### src/rtl/seg_pkg.sv
// Shared definitions for the seven-segment scan controller.
//   SEG_OFF       : all segments dark (active-low encoding)
//   SEG_0..SEG_F  : hex glyphs, bit order {g,f,e,d,c,b,a}, active-low
//   f_an_onehot   : one-hot anode pattern for a digit index, optionally inverted
package seg_pkg;

    localparam logic [6:0] SEG_OFF = 7'h7F;

    localparam logic [6:0] SEG_0 = 7'h40;
    localparam logic [6:0] SEG_1 = 7'h79;
    localparam logic [6:0] SEG_2 = 7'h24;
    localparam logic [6:0] SEG_3 = 7'h30;
    localparam logic [6:0] SEG_4 = 7'h19;
    localparam logic [6:0] SEG_5 = 7'h12;
    localparam logic [6:0] SEG_6 = 7'h02;
    localparam logic [6:0] SEG_7 = 7'h78;
    localparam logic [6:0] SEG_8 = 7'h00;
    localparam logic [6:0] SEG_9 = 7'h10;
    localparam logic [6:0] SEG_A = 7'h08;
    localparam logic [6:0] SEG_B = 7'h03;
    localparam logic [6:0] SEG_C = 7'h46;
    localparam logic [6:0] SEG_D = 7'h21;
    localparam logic [6:0] SEG_E = 7'h06;
    localparam logic [6:0] SEG_F = 7'h0E;

    // Widest anode vector the helper can build; callers truncate to their digit count.
    localparam int MAX_DIGITS = 32;

    function automatic logic [MAX_DIGITS-1:0] f_an_onehot(input logic [4:0] idx,
                                                          input logic       active_low);
        logic [MAX_DIGITS-1:0] oh;
        oh = {{(MAX_DIGITS-1){1'b0}}, 1'b1} << idx;
        return active_low ? ~oh : oh;
    endfunction

endpackage

### src/rtl/hex7seg.sv
// Combinational hex nibble to seven-segment decode.
//   nib_i : 4-bit value to display
//   seg_o : segments {g,f,e,d,c,b,a}, active-low
module hex7seg
    import seg_pkg::*;
(
    input  logic [3:0] nib_i,
    output logic [6:0] seg_o
);

    always_comb begin
        seg_o = SEG_OFF;
        case (nib_i)
            4'h0: seg_o = SEG_0;
            4'h1: seg_o = SEG_1;
            4'h2: seg_o = SEG_2;
            4'h3: seg_o = SEG_3;
            4'h4: seg_o = SEG_4;
            4'h5: seg_o = SEG_5;
            4'h6: seg_o = SEG_6;
            4'h7: seg_o = SEG_7;
            4'h8: seg_o = SEG_8;
            4'h9: seg_o = SEG_9;
            4'hA: seg_o = SEG_A;
            4'hB: seg_o = SEG_B;
            4'hC: seg_o = SEG_C;
            4'hD: seg_o = SEG_D;
            4'hE: seg_o = SEG_E;
            default: seg_o = SEG_F;
        endcase
    end

endmodule

### src/rtl/seg_scan_ctrl.sv
// Time-multiplexed N-digit seven-segment scan controller.
//   clk, reset  : system clock, asynchronous active-high reset
//   upd_valid   : producer offers a new display image
//   upd_ready   : image can be accepted (no update pending)
//   upd_digits  : nibble per digit, [3:0] is digit 0 (rightmost)
//   upd_dp      : decimal point per digit, active-high
//   upd_blank   : force digit dark, active-high
//   an          : anode enables, polarity set by AN_ACTIVE_LOW
//   seg, dp     : segments {g,f,e,d,c,b,a} and decimal point, active-low
//   frame_done  : one-cycle pulse after the last digit slot ends
// Handshake: a transfer happens on a clock edge where upd_valid && upd_ready.
// The image lands in a shadow copy and is committed to the displayed image
// only at a frame boundary, so a frame is never drawn from two images.
module seg_scan_ctrl
    import seg_pkg::*;
#(
    parameter int NUM_DIGITS    = 4,
    parameter int REFRESH_DIV   = 100000,
    parameter int BLANK_CYCLES  = 1000,
    parameter int AN_ACTIVE_LOW = 1,
    parameter int LZ_SUPPRESS   = 1
) (
    input  logic                    clk,
    input  logic                    reset,
    input  logic                    upd_valid,
    output logic                    upd_ready,
    input  logic [4*NUM_DIGITS-1:0] upd_digits,
    input  logic [NUM_DIGITS-1:0]   upd_dp,
    input  logic [NUM_DIGITS-1:0]   upd_blank,
    output logic [NUM_DIGITS-1:0]   an,
    output logic [6:0]              seg,
    output logic                    dp,
    output logic                    frame_done
);

    localparam int IDX_W = $clog2(NUM_DIGITS);
    localparam int CNT_W = $clog2(REFRESH_DIV);
    localparam logic [CNT_W-1:0] CNT_LAST  = CNT_W'(REFRESH_DIV - 1);
    localparam logic [CNT_W-1:0] CNT_BLANK = CNT_W'(BLANK_CYCLES);
    localparam logic [IDX_W-1:0] IDX_LAST  = IDX_W'(NUM_DIGITS - 1);
    localparam logic             AN_LOW    = (AN_ACTIVE_LOW != 0);
    localparam logic [NUM_DIGITS-1:0] AN_OFF = {NUM_DIGITS{AN_LOW}};

    logic [CNT_W-1:0]        cnt_q, cnt_d;
    logic [IDX_W-1:0]        idx_q, idx_d;
    logic                    pend_q, pend_d;
    logic [4*NUM_DIGITS-1:0] shd_dig_q, shd_dig_d, act_dig_q, act_dig_d;
    logic [NUM_DIGITS-1:0]   shd_dp_q, shd_dp_d, act_dp_q, act_dp_d;
    logic [NUM_DIGITS-1:0]   shd_blk_q, shd_blk_d, act_blk_q, act_blk_d;
    logic [NUM_DIGITS-1:0]   an_q, an_d;
    logic [6:0]              seg_q, seg_d;
    logic                    dp_q, dp_d;
    logic                    fd_q, fd_d;

    logic                    slot_end, frame_end;
    logic [3:0]              act_nib [NUM_DIGITS];
    logic [NUM_DIGITS-1:0]   lz_run;
    logic                    lz_blank;
    logic [6:0]              dec_seg;

    assign slot_end  = (cnt_q == CNT_LAST);
    assign frame_end = slot_end && (idx_q == IDX_LAST);
    assign upd_ready = ~pend_q;

    // Prescaler and digit index, both wrapped by explicit compare.
    always_comb begin
        cnt_d = cnt_q + CNT_W'(1);
        idx_d = idx_q;
        if (slot_end) begin
            cnt_d = '0;
            idx_d = (idx_q == IDX_LAST) ? '0 : idx_q + IDX_W'(1);
        end
    end

    // Commit and capture are exclusive: a capture needs pend_q=0, a commit needs pend_q=1.
    // A capture in the frame_end cycle therefore waits for the following frame.
    always_comb begin
        pend_d    = pend_q;
        shd_dig_d = shd_dig_q;
        shd_dp_d  = shd_dp_q;
        shd_blk_d = shd_blk_q;
        act_dig_d = act_dig_q;
        act_dp_d  = act_dp_q;
        act_blk_d = act_blk_q;
        if (frame_end && pend_q) begin
            act_dig_d = shd_dig_q;
            act_dp_d  = shd_dp_q;
            act_blk_d = shd_blk_q;
            pend_d    = 1'b0;
        end else if (upd_valid && upd_ready) begin
            shd_dig_d = upd_digits;
            shd_dp_d  = upd_dp;
            shd_blk_d = upd_blank;
            pend_d    = 1'b1;
        end
    end

    // lz_run[i]: every nibble from the top digit down to i is zero.
    always_comb begin
        for (int i = 0; i < NUM_DIGITS; i++) begin
            act_nib[i] = act_dig_q[4*i +: 4];
        end
        lz_run = '0;
        lz_run[NUM_DIGITS-1] = (act_nib[NUM_DIGITS-1] == 4'h0);
        for (int i = NUM_DIGITS - 2; i >= 0; i--) begin
            lz_run[i] = lz_run[i+1] && (act_nib[i] == 4'h0);
        end
        lz_blank = (LZ_SUPPRESS != 0) && (idx_q != '0) && lz_run[idx_q];
    end

    hex7seg u_dec (
        .nib_i (act_nib[idx_q]),
        .seg_o (dec_seg)
    );

    // Output image for the current slot; forced blanking also hides dp,
    // leading-zero blanking keeps the digit's dp.
    always_comb begin
        an_d  = AN_OFF;
        seg_d = SEG_OFF;
        dp_d  = 1'b1;
        fd_d  = frame_end;
        if (cnt_q >= CNT_BLANK) begin
            an_d = NUM_DIGITS'(f_an_onehot(5'(idx_q), AN_LOW));
            if (!act_blk_q[idx_q]) begin
                dp_d = ~act_dp_q[idx_q];
                if (!lz_blank) begin
                    seg_d = dec_seg;
                end
            end
        end
    end

    always_ff @(posedge clk or posedge reset) begin
        if (reset) begin
            cnt_q     <= '0;
            idx_q     <= '0;
            pend_q    <= 1'b0;
            shd_dig_q <= '0;
            shd_dp_q  <= '0;
            shd_blk_q <= '0;
            act_dig_q <= '0;
            act_dp_q  <= '0;
            act_blk_q <= '0;
            an_q      <= AN_OFF;
            seg_q     <= SEG_OFF;
            dp_q      <= 1'b1;
            fd_q      <= 1'b0;
        end else begin
            cnt_q     <= cnt_d;
            idx_q     <= idx_d;
            pend_q    <= pend_d;
            shd_dig_q <= shd_dig_d;
            shd_dp_q  <= shd_dp_d;
            shd_blk_q <= shd_blk_d;
            act_dig_q <= act_dig_d;
            act_dp_q  <= act_dp_d;
            act_blk_q <= act_blk_d;
            an_q      <= an_d;
            seg_q     <= seg_d;
            dp_q      <= dp_d;
            fd_q      <= fd_d;
        end
    end

    assign an         = an_q;
    assign seg        = seg_q;
    assign dp         = dp_q;
    assign frame_done = fd_q;

endmodule

### config.mk
export PLATFORM = sky130hd
export DESIGN_NAME = seg_scan_ctrl
export DESIGN_NICKNAME = d
export VERILOG_FILES = /design/src/rtl/seg_pkg.sv /design/src/rtl/hex7seg.sv /design/src/rtl/seg_scan_ctrl.sv
export SDC_FILE = /design/constraint.sdc
export NUM_CORES = 1
export LEC_CHECK = 0
export ABC_AREA = 1
export CAP_MARGIN = 20
export CORE_UTILIZATION = 61
export DETAILED_ROUTE_END_ITERATION = 12
export PLACE_DENSITY = 0.86
export SYNTH_ARGS = -nofsm -noshare
export SYNTH_HDL_FRONTEND = slang
export SYNTH_SLANG_ARGS = --single-unit
### constraint.sdc
create_clock -name clk -period 4 [get_ports clk]
set_clock_uncertainty 0.2 [all_clocks]
set_input_delay 0.8 -clock clk [delete_from_list [all_inputs] [get_ports clk]]
set_output_delay 0.8 -clock clk [all_outputs]
set_load 0.1 [all_outputs]
=== Word level (Yosys, flattened, before mapping) ===
Memories as Yosys holds them, arrays and structs flattened.
Index checks and enable logic that the tools add are counted.

* Bits in registers: 81
* Latch bits: 0
* Bits in writable memories: 0
* ROM bits: 112
* Bits of input ports: 27
* Output and inout port bits: 14
* Word-level logic and storage cells: 60
* Memories: 1

* Add/subtract/negate cells: 2
* $mul: 0
* Divide/modulo/power cells: 0
* Order comparisons: 3
* Eq/ne operators: 2
* Shifts and indexed selects: 1
* Muxes and demuxes: 19
* Bitwise logic cells: 5
* Reduce and logical (&&, ||, !) cells: 14

{| class="wikitable"
|+ Memories
! memory !! words !! bits a word !! read ports !! clocked after Yosys merged registers in !! write ports !! line !! source
|-
| (no name shown) || 16 || 7 || 1 || 0 || 0 || hex7seg.sv:13 || <nowiki>case (nib_i)</nowiki>
|}

{| class="wikitable"
|+ Operators with widths
! operator !! count
|-
| 2-to-1 mux 7 bit || 3
|-
| adder 17 x 1 -> 17 bit, second input constant || 1
|-
| equality test 17 bit, second input constant || 1
|-
| greater-or-equal comparator 17 x 10 -> 1 bit, second input constant || 1
|-
| 2-to-1 mux 17 bit || 1
|-
| logical NOT 4 bit || 4
|-
| 2-to-1 mux 4 bit || 3
|-
| binary-select mux 4 bit (select 2 bit) || 1
|-
| logical AND 1 bit || 7
|-
| 2-to-1 mux 1 bit || 7
|-
| binary-select mux 1 bit (select 2 bit) || 3
|-
| NOT 4 bit || 1
|-
| nonzero test 2 bit || 2
|-
| << shifter 1 x 2 -> 4 bit, first input constant || 1
|-
| greater-or-equal comparator 3 bit, second input constant || 1
|-
| < comparator 2 x 3 -> 1 bit, second input constant || 1
|-
| NOT 1 bit || 3
|-
| NOT 2 -> 3 bit || 1
|-
| adder 2 x 1 -> 2 bit, second input constant || 1
|-
| equality test 2 bit, second input constant || 1
|-
| 2-to-1 mux 2 bit || 1
|-
| AND reduction 2 bit || 1
|}

=== Logic depth before layout (Yosys ltp) ===
Gate-level depths: netlist of the first run.

* Word-level depth: 10
* Mapped depth: 12
* Mapped depth without buffers: 11

=== Modules after synthesis ===
From an unflattened synthesis of the first run, not the netlist that was laid out.

* Cells, all modules: 463
* Area total of the unflattened synthesis: 4111.4 µm²

{| class="wikitable"
|+ Modules (own cells, without submodules)
! module !! times used !! cells an instance !! area an instance (µm²) !! seq. area each (µm²)
|-
| seg_scan_ctrl || 1 || 414 || 3837.4 || 2042.0
|-
| hex7seg || 1 || 49 || 274.0 || 0.0
|}

=== Worst setup path before layout of the first run ===
Ideal clock, no wire load.

* Path type: flip-flop to flip-flop
* Start: register pend_q
* End: register shd_blk_q[0]
* Data arrival time: 1.921 ns
* Data required time: 3.675 ns
* Slack: 1.755 ns
* Cell stages (with the launch flop): 6
* Buffers on the path: 2
* Path through: dfrtp_1 clkbuf_8 inv_1 nand2_1 buf_2 mux2_2

* Longest elaborated chain between the ends: 3
* Elaborated cells on any way between the ends: 5

{| class="wikitable"
|+ Ends and longest elaborated chain
! item !! line !! source
|-
| start, declared || seg_scan_ctrl.sv:46 || <nowiki>logic pend_q, pend_d;</nowiki>
|-
| start signal, assigned || seg_scan_ctrl.sv:152 || <nowiki>pend_q <= pend_d;</nowiki>
|-
| NOT 1 bit || seg_scan_ctrl.sv:63 || <nowiki>assign upd_ready = ~pend_q;</nowiki>
|-
| net upd_ready || seg_scan_ctrl.sv:26 || <nowiki>output logic upd_ready,</nowiki>
|-
| logical AND 1 bit || seg_scan_ctrl.sv:90 || <nowiki>end else if (upd_valid && upd_ready) begin</nowiki>
|-
| AND reduction 2 bit (no source line) || -- ||
|-
| end signal, assigned || seg_scan_ctrl.sv:155 || <nowiki>shd_blk_q <= shd_blk_d;</nowiki>
|-
| end, declared || seg_scan_ctrl.sv:49 || <nowiki>logic [NUM_DIGITS-1:0] shd_blk_q, shd_blk_d, act_blk_q, act_blk_d;</nowiki>
|}

The timed path passes the listed nets, and every way through them passes these cells.
A chain may end at the register's enable or synchronous reset.

=== Worst setup path in the final report of the first run ===
* Start: register dp_q, in the netlist dp
* End: output port dp

{| class="wikitable"
|+ RTL lines
! item !! line !! source
|-
| start, declared || seg_scan_ctrl.sv:52 || <nowiki>logic dp_q, dp_d;</nowiki>
|-
| start signal, assigned || seg_scan_ctrl.sv:161 || <nowiki>dp_q <= dp_d;</nowiki>
|-
| end, declared || seg_scan_ctrl.sv:32 || <nowiki>output logic dp,</nowiki>
|}

No word-level cell between the ends.

==> impl_metrics.json, run 1 <==
{
  "result_of_the_run": "finished clean",
  "power_share_of_the_clock_group_pct": 39.7,
  "synthToLayoutAreaGrowth_pct": 15.6,
  "synth.distinct_cells": 31,
  "fmaxAchievable_ghz": 0.333,
  "startpoint_type_of_the_worst_setup_path": "register",
  "worstReg2RegStart": "idx_q[0]$_DFFE_PP0N_",
  "cts_repair_resizes": 0,
  "reg2reg_setup_slack_ns": 1.52,
  "synth.top_cell.area_share_pct": 43.2,
  "global_route.overflow_total": 0,
  "grt-busiest-layer": "met2",
  "seq_total_area_yosys_pct": 51.1,
  "timing_worst_setup_path_type": "register to output pin",
  "final_net_count": 527,
  "synth.largest_area_cell": "sky130_fd_sc_hd__dfrtp_1",
  "clock_sinks": 81,
  "worst_skew_pair.late_latency_ns": 0.36,
  "max_cap_violation_count": 0,
  "worstRegToRegCells": 10,
  "fraction_of_synthesis_flops_using_an_asynchronous_set_or_reset_pin_pct": 100,
  "length_of_the_first_detailed_routing_pass_in_iterations": 5,
  "floorplan.die.width_um": 83.0,
  "tns_ns": 0,
  "power_leakage_nw": 2.33,
  "wl_per_cell_um": 12.8,
  "gpl.final_weighted_congestion": 0.864,
  "setup_repair_after_global_routing_missed_its_margin": "false",
  "ant_nets": 0,
  "postPlaceCellArea_um2": 4420,
  "cts_setup_buffers": 0,
  "cts_hold_repair.buffers": 0,
  "finalSetupViolations": 0,
  "holdPathEnd": "act_blk_q[2]$_DFFE_PP0P_",
  "synthTopCellsByArea": "sky130_fd_sc_hd__dfrtp_1, sky130_fd_sc_hd__nand2_1, sky130_fd_sc_hd__dfstp_2, sky130_fd_sc_hd__nand3_1, sky130_fd_sc_hd__mux2_2",
  "placementRows": 29,
  "cts_made_buffers": 9,
  "floorplan.io_pins": 41,
  "final_layout_size_suffix_gt1_share_pct": 15.6,
  "detail_route.drc_violations": 0,
  "initial_core_util_pct": 63.0,
  "cts-root-buf": "sky130_fd_sc_hd__clkbuf_8",
  "synth_top_flop_cell": "sky130_fd_sc_hd__dfrtp_1",
  "max-slew-margin-rel_pct": 35.6,
  "drt-initial-drc-count": 154,
  "max-vdd-ir-drop_mv": 0.299,
  "finalHoldViolations": 0,
  "crit_path_dat_ns": 2.00,
  "cts_htree_levels": 3,
  "post_synth.cell_area_avg_um2": 8.96,
  "timing.critical_path.fanout_max": 1,
  "clk_transition_reported_paths_ns": 0.09,
  "core_area_um2": 6350,
  "critical_path.max_stage_delay_ns": 1.12,
  "final_cell_area_um2": 4620,
  "globalRouteTotalUtil_pct": 23.8,
  "crit-reg2reg-capture": "seg[6]$_DFF_PP1_",
  "die-area_um2": 6880,
  "worstPathCellList": "clkdlybuf4s50_1",
  "clock_tree.buffer_depth": 2,
  "cell_count_after_synthesis": 446,
  "ys_ff_latch": 81,
  "use_met3_pct": 5.67,
  "timing.critical_path.max_delay_family": "buffers and inverters",
  "switching_share_pct": 22.7,
  "antenna_found_initial": 0,
  "grt_start_max_net_pins": 46,
  "worst-slew-pin-transition_ns": 0.964,
  "num_vias": 3000,
  "slew_viol_final": 0,
  "timing.hold.worst.class": "register to register",
  "total_power_draw_mw": 1.52,
  "global_route.usage.met2_pct": 37.9,
  "crit_path_end_kind": "output pin",
  "fin_worst_hold_slack_ns": 0.284,
  "io_buffer_count": 40,
  "tritoncts": "yes",
  "power_density_nw_per_um2": 329,
  "synth_area_um2": 4000,
  "cp_num_buf_inv": 1,
  "power.net_switching_mw": 0.345,
  "gr-usage-met1_pct": 31.3,
  "route.detailed.vias_per_inst": 5.26,
  "yosys_warnings": 0,
  "slowest_stage": "sky130_fd_sc_hd__clkdlybuf4s50_1",
  "synth-edff-count": 0,
  "hold_path_startpoint": "act_blk_q[2]$_DFFE_PP0P_",
  "hold_path_depth": 2,
  "min_period_over_period_pct": 75.0,
  "p_comb_share_pct": 4.2,
  "power.internal_mw": 1.17,
  "global_route_wire_length_before_repair_um": 13000,
  "share_of_power_burned_in_registers_pct": 56.1,
  "worstPathRequired_ns": 3.00,
  "fp.dieH_um": 83.0,
  "grt_pass1_vias": 2888,
  "totalWireLength_um": 7290,
  "dpl.hpwl_um": 5140,
  "n_antenna_cell": 0,
  "finalWorstPathRequiredPeriod_ns": 3.00,
  "synth_nets": 485
}
-- power by group through the flow --
stage,clock [mW],sequential (mW),combinational (mW)
finish,0.603,0.852,0.0636
global route,0.654,0.854,0.0721
CTS,0.620,0.851,0.0655
detailed placement,0,0.867,0.0651
global placement,0,0.865,0.0622
floorplan,0,0.863,0.0299
-- flip-flops by register name, summed over array words and instances (netlist names) --
signal / flops
pend_q: 1
idx_q: 2
shd_dp_q: 4
act_dig_q: 16
an: 4
act_dp_q: 4
shd_dig_q: 16
shd_blk_q: 4
seg: 7
act_blk_q: 4
dp: 1
frame_done: 1
cnt_q: 17
-- cells in the mapped netlist (4+ instances only) --
library cell                n
sky130_fd_sc_hd__a21oi_1    6
sky130_fd_sc_hd__buf_2      8
sky130_fd_sc_hd__buf_6      5
sky130_fd_sc_hd__dfrtp_1   69
sky130_fd_sc_hd__dfstp_2   12
sky130_fd_sc_hd__ha_1      12
sky130_fd_sc_hd__inv_1     37
sky130_fd_sc_hd__mux2_2    24
sky130_fd_sc_hd__nand2_1  133
sky130_fd_sc_hd__nand2_2    5
sky130_fd_sc_hd__nand3_1   56
sky130_fd_sc_hd__nor2_1    37
sky130_fd_sc_hd__nor2_4     4
sky130_fd_sc_hd__nor3_1     5
sky130_fd_sc_hd__o21ai_0   11
sky130_fd_sc_hd__xor2_1     4
-- metrics by stage --
stage               worst slack (ns)  utilization, %  std cells
detailed placement              1.31            69.6        554
floorplan                      0.940               -        446
CTS                            0.978            72.8        570
finish                          1.00            72.8        570
global placement                1.37            69.6        554
global route                   0.961            72.8        570
-- area by class of cell --
| class | count | area [um^2] |
|---|---|---|
| clock buffers | 9 | 124 |
| clock inverters | 7 | 78.8 |
| fillers | 436 | 1730 |
| inverters | 40 | 150 |
| multi-input cells | 311 | 1700 |
| flip-flops and latches | 81 | 2040 |
| well taps | 77 | 96.3 |
| repair buffers | 45 | 435 |
-- placed cells by master, fill, tap and decap left out, drive strengths merged --
| cell | instances |
|---|---|
| nor2 | 43 |
| o22ai | 1 |
| mux2 | 24 |
| nand4 | 2 |
| inv | 41 |
| dfrtp | 69 |
| buf | 6 |
| and2 | 1 |
| o21ai | 11 |
| nand3 | 58 |
| xor2 | 4 |
| a21oi | 6 |
| clkbuf | 9 |
| clkinv | 5 |
| xnor2 | 2 |
| or2 | 1 |
| o21a | 1 |
| ha | 12 |
| nor3 | 5 |
| nand2 | 139 |
| bufinv | 1 |
| clkdlybuf4s50 | 39 |
| dfstp | 12 |
| nor2b | 1 |
-- metal layers --
metal	wire length, um	share of wire (%)	up-vias
met1	3280	45	1413
met2	3600	49	76
met4	119	1.6	0
met3	293	4.0	15
li1	-	-	1496
met5	0	0	-
-- worst max-delay path by stage --
stage	from	to	depth (start not counted)
floorplan	reset	act_blk_q[0]$_DFFE_PP0P_	1
global placement	upd_valid	shd_dig_q[11]$_DFFE_PP0P_	3
detailed placement	upd_valid	shd_blk_q[1]$_DFFE_PP0P_	3
CTS	dp$_DFF_PP1_	dp	1
global route	seg[1]$_DFF_PP1_	seg[1]	1
finish	dp$_DFF_PP1_	dp	1
-- kinds of logic (layout without fill, tap and decap cells) --
family	Yosys count	in the layout	share of synthesized area (%)
fa+ha+maj	12	12	3.76
flops	81	81	51.1
simple gates	250	250	28.1
compound gates	19	19	2.47
mux	24	24	6.76
buf+inv	54	101	6.51
xor+xnor	6	6	1.31
(Power assumes the default switching activity.)
==> run 2, diff against run 1 <==
CORE_UTILIZATION = 51   (was 61)
PLACE_DENSITY = 0.77   (was 0.86)
clock period = 2.7 ns   (was 4 ns; I/O delays follow)
==> run 2 against run 1 <==
Net effect:
- setup slack worse by 0.39 ns
- utilization is 10 points lower
- sequential cell count stayed put
- wire length is 0.43% lower
- largest cell class unchanged
- die area is 19% higher
==> impl_metrics.json, run 2 (synthesis gave the netlist of run 1 again) <==
{
  "timing.critical_path.fanout_max": 16,
  "slowest_stage": "sky130_fd_sc_hd__dfrtp_1",
  "final_layout_size_suffix_gt1_share_pct": 18.1,
  "floorplan.die.width_um": 90.5,
  "postPlaceCellArea_um2": 4460,
  "globalRouteTotalUtil_pct": 19.5,
  "core_area_um2": 7410,
  "grt_pass1_vias": 2833,
  "antenna_found_initial": 0,
  "tns_ns": 0,
  "max_cap_violation_count": 0,
  "detail_route.drc_violations": 0,
  "worst-slew-pin-transition_ns": 0.544,
  "cts_made_buffers": 9,
  "max-vdd-ir-drop_mv": 0.396,
  "global_route_wire_length_before_repair_um": 12900,
  "timing.hold.worst.class": "register to register",
  "timing_worst_setup_path_type": "register to register",
  "instances_no_fill": 592,
  "synthToLayoutAreaGrowth_pct": 16.3,
  "crit_path_end_kind": "register",
  "clock_tree.buffer_depth": 2,
  "cts_repair_resizes": 0,
  "largest_register_ff_count": 17,
  "largest_registers_ranked_by_flip_flop_count": "cnt_q (17), act_dig_q (16), shd_dig_q (16)",
  "final_cell_area_um2": 4650,
  "fin_worst_hold_slack_ns": 0.287,
  "worstPathCellList": "inv_1 > nand2_1 > nand3_1 > nand2_1 > inv_1 > ha_1 > inv_1 > o21ai_0 > nand2_1 > nand3_1",
  "critical_path.max_stage_delay_ns": 0.38,
  "power_density_nw_per_um2": 479,
  "setup_repair_after_global_routing_missed_its_margin": "false",
  "timing.critical_path.max_delay_family": "buffers and inverters",
  "finalWorstPathRequiredPeriod_ns": 2.09,
  "slew_viol_final": 0,
  "regMostFlops": "cnt_q",
  "drt-initial-drc-count": 95,
  "layout.cells.most_common": "sky130_fd_sc_hd__nand2_1",
  "tritoncts": "yes",
  "result_of_the_run": "finished clean",
  "final_net_count": 527,
  "min_period_over_period_pct": 77.4,
  "ant_nets": 0,
  "fp.dieH_um": 90.5,
  "gpl.final_weighted_congestion": 0.820,
  "dpl.hpwl_um": 5370,
  "placementRows": 31,
  "floorplan.io_pins": 41,
  "crit_path_dat_ns": 2.18,
  "placed_cells": 576,
  "cts_setup_buffers": 0,
  "io_buffer_count": 40,
  "worstPathRequired_ns": 2.79,
  "final_cell_mix": "sky130_fd_sc_hd__nand2_1, sky130_fd_sc_hd__dfrtp_1, sky130_fd_sc_hd__nand3_1, sky130_fd_sc_hd__nor2_1, sky130_fd_sc_hd__inv_1",
  "n_antenna_cell": 0,
  "route.detailed.vias_per_inst": 4.95,
  "fmaxAchievable_ghz": 0.479,
  "grt_start_max_net_pins": 31,
  "power_leakage_nw": 2.33,
  "die-area_um2": 8200,
  "finalHoldViolations": 0,
  "num_vias": 2929,
  "length_of_the_first_detailed_routing_pass_in_iterations": 4,
  "worstReg2RegStart": "idx_q[0]$_DFFE_PP0N_",
  "totalWireLength_um": 7260,
  "global_route.overflow_total": 0,
  "clk_transition_reported_paths_ns": 0.08,
  "wl_per_cell_um": 12.3,
  "finalSetupViolations": 0,
  "startpoint_type_of_the_worst_setup_path": "register",
  "max-slew-margin-rel_pct": 63.6,
  "total_power_draw_mw": 2.23,
  "clock_sinks": 81,
  "cts-root-buf": "sky130_fd_sc_hd__clkbuf_8",
  "cts_hold_repair.buffers": 0,
  "hold_path_startpoint": "cnt_q[0]$_DFF_PP0_",
  "cp_num_buf_inv": 3,
  "cts_htree_levels": 3,
  "worst_skew_pair.late_latency_ns": 0.35,
  "initial_core_util_pct": 54.0,
  "number_of_filler_cells_placed_in_the_layout": 620,
  "worstSetupStartpoint": "idx_q[0]$_DFFE_PP0N_"
}
==> run 2: cell count changes in the layout (fill, tap and decap cells not counted), sizes merged <==
| cell | delta |
|---|---|
| buf | +13 |
| clkinv | -2 |
| clkinvlp | +2 |
| clkbuf | +1 |
| inv | -1 |
| clkdlybuf4s50 | -13 |
==> run 2: power breakdown <==
group / internal (mW) / switching [mW]
registers: 1.24 / 0.0182
clock network: 0.431 / 0.436
logic: 0.0606 / 0.0364
total: 1.74 / 0.490
==> run 2: layout make-up <==
cell class	instances	area (um^2)	area share, %
clock buffer	10	128	2.75
sequential	81	2040	43.9
multi-input combinational	311	1700	36.5
tap	99	124	2.66
clock inverter	6	65.1	1.40
timing repair buffer	45	440	9.48
inverter	40	154	3.31
==> run 2: worst paths after layout <==
| check | slack, ns | end | depth (start not counted) |
|---|---|---|---|
| min reg2reg | 0.29 | cnt_q[0]$_DFF_PP0_ | 1 |
| min in group asynchronous | 0.38 | shd_dp_q[1]$_DFFE_PP0P_ | 2 |
| min | 0.29 | cnt_q[0]$_DFF_PP0_ | 1 |
| max in group asynchronous | 1.33 | seg[6]$_DFF_PP1_ | 3 |
| max | 0.61 | seg[0]$_DFF_PP1_ | 10 |
| max reg2reg | 0.61 | seg[0]$_DFF_PP1_ | 10 |
==> run 2: stage by stage <==
stage / setup WS, ns / util (%)
after floorplan: 0.455 / -
after global placement: 0.683 / 60.1
after detailed placement: 0.625 / 60.1
after CTS: 0.618 / 62.7
after global routing: 0.332 / 62.7
final: 0.610 / 62.7
==> run 2: layer usage <==
| layer | vias to the layer above | global-route usage (%) | wire length [um] |
|---|---|---|---|
| met5 | - | 0 | 0 |
| met4 | 0 | 7.26 | 112 |
| met3 | 11 | 3.37 | 211 |
| met2 | 55 | 32.0 | 3490 |
| met1 | 1367 | 25.9 | 3450 |
| li1 | 1496 | - | - |
